<file path="src/rtl/hamming_uart_pkg.sv">
// Shared encoder helpers, FSM state codes and UART framing constants.
package hamming_uart_pkg;

    typedef logic [1:0] uart_state_t;

    localparam uart_state_t ST_IDLE  = 2'd0;
    localparam uart_state_t ST_START = 2'd1;
    localparam uart_state_t ST_DATA  = 2'd2;
    localparam uart_state_t ST_STOP  = 2'd3;

    localparam int unsigned UART_DATA_BITS  = 8;
    localparam logic        UART_IDLE_LEVEL = 1'b1;

    // Hamming(7,4) codeword, bit0..bit6 = p1 p2 d0 p3 d1 d2 d3
    function automatic logic [6:0] hamming74_encode(input logic [3:0] d);
        logic p1;
        logic p2;
        logic p3;
        p1 = d[0] ^ d[1] ^ d[3];
        p2 = d[0] ^ d[2] ^ d[3];
        p3 = d[1] ^ d[2] ^ d[3];
        return {d[3], d[2], d[1], p3, d[0], p2, p1};
    endfunction

    // Overall parity over the 7-bit codeword (SECDED extension bit)
    function automatic logic ext_parity(input logic [6:0] code);
        return ^code;
    endfunction

endpackage

</file>
<file path="src/rtl/sync_fifo.sv">
// Synchronous FIFO with combinational head read and occupancy count.
module sync_fifo #(
    parameter int unsigned WIDTH = 8,
    parameter int unsigned DEPTH = 4
) (
    input  logic                     clk,
    input  logic                     rst,
    input  logic                     push,
    input  logic [WIDTH-1:0]         wr_data,
    input  logic                     pop,
    output logic [WIDTH-1:0]         rd_data,
    output logic                     full,
    output logic                     empty,
    output logic [$clog2(DEPTH):0]   count
);

    localparam int unsigned AW = $clog2(DEPTH);
    localparam int unsigned CW = AW + 1;

    logic [WIDTH-1:0] mem [DEPTH];
    logic [AW-1:0]    wr_ptr;
    logic [AW-1:0]    rd_ptr;
    logic             push_ok;
    logic             pop_ok;

    assign full    = (count == CW'(DEPTH));
    assign empty   = (count == '0);
    assign push_ok = push & ~full;
    assign pop_ok  = pop & ~empty;
    assign rd_data = mem[rd_ptr];

    // Storage write; contents need no reset since count gates visibility
    always_ff @(posedge clk) begin
        if (push_ok) begin
            mem[wr_ptr] <= wr_data;
        end
    end

    // Pointer and occupancy tracking; power-of-2 depth lets pointers wrap
    always_ff @(posedge clk) begin
        if (rst) begin
            wr_ptr <= '0;
            rd_ptr <= '0;
            count  <= '0;
        end else begin
            if (push_ok) begin
                wr_ptr <= wr_ptr + AW'(1);
            end
            if (pop_ok) begin
                rd_ptr <= rd_ptr + AW'(1);
            end
            case ({push_ok, pop_ok})
                2'b10:   count <= count + CW'(1);
                2'b01:   count <= count - CW'(1);
                default: count <= count;
            endcase
        end
    end

endmodule

</file>
<file path="src/rtl/hamming_uart_tx_fifo.sv">
// Hamming(7,4)/SECDED nibble encoder feeding a FIFO-buffered back-to-back UART transmitter.
module hamming_uart_tx_fifo
    import hamming_uart_pkg::*;
#(
    parameter int unsigned CLKS_PER_BIT = 16,
    parameter int unsigned FIFO_DEPTH   = 4,
    parameter int unsigned EXT_PARITY   = 1,
    parameter int unsigned STOP_BITS    = 1
) (
    input  logic                          clk,
    input  logic                          rst,
    input  logic                          in_valid,
    input  logic [3:0]                    in_data,
    output logic                          in_ready,
    output logic                          tx,
    output logic                          tx_busy,
    output logic                          frame_done,
    output logic [$clog2(FIFO_DEPTH):0]   fifo_count
);

    localparam int unsigned STOP_CLKS = STOP_BITS * CLKS_PER_BIT;
    localparam int unsigned CNT_W     = $clog2(STOP_CLKS);
    localparam int unsigned BIT_W     = $clog2(UART_DATA_BITS);

    uart_state_t      state;
    uart_state_t      state_n;
    logic [CNT_W-1:0] baud_cnt;
    logic [CNT_W-1:0] baud_n;
    logic [BIT_W-1:0] bit_idx;
    logic [BIT_W-1:0] bit_n;
    logic [7:0]       shreg;
    logic [7:0]       sh_n;
    logic             tx_n;
    logic             busy_n;
    logic             fd_n;

    logic [6:0]       code_c;
    logic [7:0]       enc_byte_c;
    logic             push_c;
    logic             pop_c;
    logic             load_c;
    logic [7:0]       fifo_rd;
    logic             fifo_full;
    logic             fifo_empty;

    // Combinational encode of the offered nibble
    assign code_c     = hamming74_encode(in_data);
    assign enc_byte_c = {(EXT_PARITY != 0) ? ext_parity(code_c) : 1'b0, code_c};

    // Ready follows occupancy only; a pop in the same cycle does not open a slot early
    assign in_ready = ~rst & ~fifo_full;
    assign push_c   = in_valid & in_ready;

    sync_fifo #(
        .WIDTH (8),
        .DEPTH (FIFO_DEPTH)
    ) u_fifo (
        .clk     (clk),
        .rst     (rst),
        .push    (push_c),
        .wr_data (enc_byte_c),
        .pop     (pop_c),
        .rd_data (fifo_rd),
        .full    (fifo_full),
        .empty   (fifo_empty),
        .count   (fifo_count)
    );

    // Next-state and registered-output logic for the framing FSM
    always_comb begin
        state_n = state;
        baud_n  = baud_cnt + CNT_W'(1);
        bit_n   = bit_idx;
        sh_n    = shreg;
        tx_n    = tx;
        busy_n  = tx_busy;
        fd_n    = 1'b0;
        pop_c   = 1'b0;
        load_c  = 1'b0;

        case (state)
            ST_IDLE: begin
                tx_n   = UART_IDLE_LEVEL;
                baud_n = '0;
                if (!fifo_empty) begin
                    load_c = 1'b1;
                end
            end
            ST_START: begin
                if (baud_cnt == CNT_W'(CLKS_PER_BIT - 1)) begin
                    state_n = ST_DATA;
                    baud_n  = '0;
                    bit_n   = '0;
                    tx_n    = shreg[0];
                end
            end
            ST_DATA: begin
                if (baud_cnt == CNT_W'(CLKS_PER_BIT - 1)) begin
                    baud_n = '0;
                    if (bit_idx == BIT_W'(UART_DATA_BITS - 1)) begin
                        state_n = ST_STOP;
                        tx_n    = UART_IDLE_LEVEL;
                    end else begin
                        bit_n = bit_idx + BIT_W'(1);
                        sh_n  = shreg >> 1;
                        tx_n  = shreg[1];
                    end
                end
            end
            ST_STOP: begin
                if (baud_cnt == CNT_W'(STOP_CLKS - 1)) begin
                    fd_n   = 1'b1;
                    baud_n = '0;
                    if (!fifo_empty) begin
                        load_c = 1'b1;
                    end else begin
                        state_n = ST_IDLE;
                        busy_n  = 1'b0;
                    end
                end
            end
            default: begin
                state_n = ST_IDLE;
                tx_n    = UART_IDLE_LEVEL;
                busy_n  = 1'b0;
            end
        endcase

        // Pop the FIFO head straight into the start bit, from IDLE or end of STOP
        if (load_c) begin
            pop_c   = 1'b1;
            sh_n    = fifo_rd;
            tx_n    = 1'b0;
            busy_n  = 1'b1;
            baud_n  = '0;
            state_n = ST_START;
        end
    end

    // State and output registers; reset abandons any frame in flight
    always_ff @(posedge clk) begin
        if (rst) begin
            state      <= ST_IDLE;
            baud_cnt   <= '0;
            bit_idx    <= '0;
            shreg      <= '0;
            tx         <= UART_IDLE_LEVEL;
            tx_busy    <= 1'b0;
            frame_done <= 1'b0;
        end else begin
            state      <= state_n;
            baud_cnt   <= baud_n;
            bit_idx    <= bit_n;
            shreg      <= sh_n;
            tx         <= tx_n;
            tx_busy    <= busy_n;
            frame_done <= fd_n;
        end
    end

endmodule

</file>
<file path="config.mk">
export PLATFORM = sky130hd
export DESIGN_NAME = hamming_uart_tx_fifo
export DESIGN_NICKNAME = d
export VERILOG_FILES = /design/src/rtl/hamming_uart_pkg.sv /design/src/rtl/sync_fifo.sv /design/src/rtl/hamming_uart_tx_fifo.sv
export SDC_FILE = /design/constraint.sdc
export NUM_CORES = 1
export LEC_CHECK = 0
export CORE_UTILIZATION = 48
export CTS_CLUSTER_DIAMETER = 150
export DETAILED_ROUTE_END_ITERATION = 7
export DONT_BUFFER_PORTS = 1
export GPL_TIMING_DRIVEN = 0
export SYNTH_ARGS = -nofsm -noshare
export SYNTH_HDL_FRONTEND = slang
export SYNTH_HIERARCHICAL = 1
export SYNTH_SLANG_ARGS = --single-unit
</file>
<file path="constraint.sdc">
create_clock -name clk -period 8.1 [get_ports clk]
set_input_delay 1.62 -clock clk [delete_from_list [all_inputs] [get_ports clk]]
set_output_delay 1.62 -clock clk [all_outputs]
set_load 0.03 [all_outputs]
</file>
Yosys cells after proc, flatten, opt, wreduce, memory -nomap -nowiden --
Memories as Yosys holds them, arrays and structs flattened. A register that Yosys moved wholly into a read port is not among the register bits. Index checks and enable logic that the tools add are counted.
Storage, ports and cells: bits in writable memories 32, memories 1, input bits 7, logic and storage cells 109, flip-flop bits (word level) 27
Cells by class: eq/ne operators 20, mux-type cells 36, add/sub/neg operators 6, bitwise logic cells 14, reduce and logical (&&, ||, !) cells 21
Memory list:
- u_fifo.mem | depth 4, width 8, read ports 1, clocked after Yosys merged registers in 1, wr ports 1, RTL line sync_fifo.sv:20 | logic [WIDTH-1:0] mem [DEPTH];
Operator list (count):
- $mux 8 | 4
- $mux 1 | 15
- $ne 3x3->1 const B | 5
- $mux 2 | 7
- $ne 2x2->1 const B | 7
- $pmux 3 s2 | 2
- $reduce_and 6->1 | 2
- $reduce_bool 2->1 | 6
- $mux 3 | 3
- $reduce_and 3->1 | 3
- $pmux 4 s2 | 1
- $reduce_bool 4->1 | 2
- $reduce_xor 7->1 | 1
- $add 3x1->3 const B | 2
- $eq 2x2->1 const B | 3
- $eq 3x3->1 const B | 2
- $pmux 2 s3 | 1
- $xor 1x1->1 | 6
- $add 2x1->2 const B | 2
- $add 4x1->4 const B | 1
- $and 1x1->1 | 4
- $eq 2x1->1 const B | 2
- $eq 4x4->1 const B | 1
- $mux 4 | 1
- other kinds (10) | 14

Logic depth before layout (Yosys ltp) --
word-level depth 8, gate-level depth with buffers 14, mapped depth without buffers 13

Modules after synthesis --
The synthesis kept the hierarchy.
By module, submodules not included:
- sync_fifo | cells each 96, area each 1630.3 µm², times used 1, sequential area each 1141.1 µm²
- hamming_uart_tx_fifo | cells each 117, area each 1096.1 µm², times used 1, sequential area each 400.4 µm²

Worst setup path after synthesis --
No wires, ideal clock.
path kind input port to output port, from input port rst, to output port in_ready, buffers on the path 0, stages 1, arrival time 2.052 ns, slack 4.428 ns, cell sequence nor2_1
On the way: cells in the longest elaborated chain, start to end 2
RTL lines:
- from (decl) | RTL line hamming_uart_tx_fifo.sv:11 | input logic rst,
- $not 1->1 | RTL line hamming_uart_tx_fifo.sv:51 | assign in_ready = ~rst & ~fifo_full;
- $and 1x1->1 | RTL line hamming_uart_tx_fifo.sv:51
- to (decl) | RTL line hamming_uart_tx_fifo.sv:14 | output logic in_ready,
Every way passes these cells.

Worst setup path after layout --
Same ends and word-level chain as after synthesis.

==> impl_metrics.ini <==
[timing]
worstMarginPinSlew_ns = 0.598
finalCritPeriodShare_pct = 45.6
rsz0062_at_grt = no
timing.final.max_slew_violations = 0
relSlewSlack_pct = 60.1
skew_ns = 0.00519
fin_crit_ns = 3.69
hold_viol_final = 0
fmaxAchievable_mhz = 271
tns_ns = 0
worst_slack_ns = 4.41
finalSetupViolations = 0

[place]
dpl_cell_area_um2 = 2820
place_ws_ns = 4.24
place_congestion = 0.820
dp_hpwl_um = 3280
portBuffers = 0

[clock_network]
cts_buffers = 9
clock-sinks = 61
clk_latency_ns = 0.33
clk_path_buf_depth = 2
cts_root_buffer = clkbuf_8
cts_hold_buffers = 0
ctsHtreeMaxLevel = 3
post_cts_buffers = 0
cts_resized = 0
clk_pin_slew_worst_paths_ns = 0.06
cts_tree = built

[yosys]
synth.distinct_cells = 42
synth.area.top_cells = edfxtp_1 (35%), dfxtp_1 (21%), mux4_2 (6.6%)
ys_warn_count = 6
synth_nets = 234
synth_top_cell_by_area = edfxtp_1
ys_ff_latch = 61
synth_area_per_cell_um2 = 12.8
syn_inst = 213
async_flop_share_pct = 0
synth_edf_count = 32
ys_seq_area_share_pct = 56.5
synth_top_area_share_pct = 35.2
yosys_most_used_dff = edfxtp_1
netlist_area_um2 = 2730

[routing]
dr.first_iter.drc_count = 75
drc = 0
routed-via-count = 1644
vias_per_cell = 5.46
ant_nets = 0
post_drt_wl_per_cell_um = 15.3
finalWirelength_um = 4610
firstDrtPassIters = 4

[floorplanning]
dieArea_um2 = 5990
std_cell_rows = 27
core_area_um2 = 5510
io-pin-count = 14
initial_core_util_pct = 49.5
dieWidth_um = 77.4
die_y_um = 77.4

[worst_hold_path]
hold_path_class = register to register

[grt]
grt_usage_pct = 17.3
grt_pass1_wl_um = 7630
antenna_found_initial = 0
grt_max_degree = 11
grt_pass1_vias = 1651
grt_overflow = 0

[power]
power_density_nw_per_um2 = 260
power.total_uw = 777
p_leak_uw = 0.00107
vdd_drop_max_mv = 0.125

[finish]
fillers = 477
drive_gt1_share_pct = 16.2
final_area_um2 = 2990
diodes = 0
areaGrowthSynthToFinish_pct = 9.59
finalNetCount = 245

[run]
max-cap-violations = 0

[critical_path]
startpoint_type = input pin
critical_path.slowest_cell = nor2_1
cp.buffers_inverters = 0
path_cells = nor2_1
end_kind = output pin
critical_path_class = input pin to output pin
cp.arrival_ns = 2.07
critical-path-max-stage-delay_ns = 0.45
path_max_fanout = 4
crit_required_ns = 6.48
critPathTopFamily = simple AND/OR/NAND/NOR gates

[outcome]
status = finished clean
-- state kept, by name, summed over array words and instances, names as in the netlist, named ones only --
name           flops
u_fifo/mem        32
shreg              8
baud_cnt           4
bit_idx            3
u_fifo/count       3
state              2
u_fifo/rd_ptr      2
u_fifo/wr_ptr      2
frame_done         1
tx                 1
tx_busy            1
-- placed cells by master, fill, tap and decap left out, types with 5 or more instances in the layout --
cell,Yosys,routed
o21ai_0,8,8
mux4_2,8,8
ha_1,13,13
nor2_1,17,17
clkbuf_1,2,6
and2_1,5,5
mux2i_1,8,8
nand2_1,9,9
xnor2_1,7,7
dfxtp_1,29,29
clkbuf_8,0,11
inv_1,11,11
edfxtp_1,32,32
a211oi_2,7,7
a21oi_1,10,10
-- worst paths after layout --
kind	startpoint	to	slack, ns	depth (start not counted)
worst max-delay path	rst	in_ready	4.41	1
worst min-delay path	bit_idx[2]$_SDFFE_PP0P_	bit_idx[2]$_SDFFE_PP0P_	0.47	2
worst max register to register	state[0]$_SDFFE_PP0P_	u_fifo/count[2]$_SDFFE_PP0P_	5.05	13
worst min register to register	bit_idx[2]$_SDFFE_PP0P_	bit_idx[2]$_SDFFE_PP0P_	0.47	2
-- worst reg2reg max path: stages (launching register included) --
cell and delay (ns):
dfxtp_1 0.38, inv_1 0.10, ha_1 0.34, or3_1 0.40
buf_6 0.15, inv_2 0.13, o31ai_1 0.12, inv_1 0.10
ha_1 0.18, inv_1 0.07, fa_1 0.39, xor2_1 0.17
or3_1 0.32, a21oi_1 0.14
-- cell usage after synthesis, types with 3 or more instances --
cell type / count
nand2_1: 9
o21ai_0: 8
ha_1: 13
xnor2_1: 7
nand2b_1: 4
or3_1: 4
mux2i_1: 8
xor2_1: 4
edfxtp_1: 32
inv_1: 11
nor2_1: 17
mux4_2: 8
and2_1: 5
dfxtp_1: 29
nand3_1: 4
a211oi_2: 7
a21oi_1: 10
nor4_1: 3
-- report_power, final --
part | switching [uW] | total (uW) | leakage (uW) | internal (uW)
logic | 82.3 | 151 | 0.000454 | 68.3
clock network | 106 | 234 | 0.0000877 | 128
registers | 33.5 | 393 | 0.000527 | 359
-- area by class of cell --
class,instances,area (um2),share of cell area [%]
Sequential cell,61,1540,51.6
Multi-Input combinational cell,131,1080,36.2
Clock buffer,15,166,5.57
Tap cell,72,90.1,3.02
Buffer,9,58.8,1.97
Inverter,12,45.0,1.51
Clock inverter,1,5.00,0.168
-- routing by layer --
layer	part of all wire [%]	track usage, %	vias to the layer above
met1	42	19.2	817
met3	4.3	6.94	7
li1	-	-	795
met2	52	29.5	25
met5	0	0	-
met4	1.6	7.36	0
-- through the flow --
step           hold WS [ns]  cells  utilization [%]
2_1_floorplan         0.430    213                -
3_3_place_gp          0.442    285             51.1
4_1_cts               0.469    301             54.3
6_report              0.465    301             54.3
5_1_grt               0.502    301             54.3
3_5_place_dp          0.458    285             51.1
-- kinds of logic (layout without fill, tap and decap cells) --
group           after synthesis  in the layout  share of synthesized area (%)
xor+xnor                     11             11                           3.53
compound gates               33             33                           8.81
simple gates                 57             57                           11.1
buf+inv                      21             37                           3.81
fa+ha+maj                    14             14                           6.70
mux                          16             16                           9.55
flops                        61             61                           56.5
No activity file was read; power rests on OpenSTA's default activity.
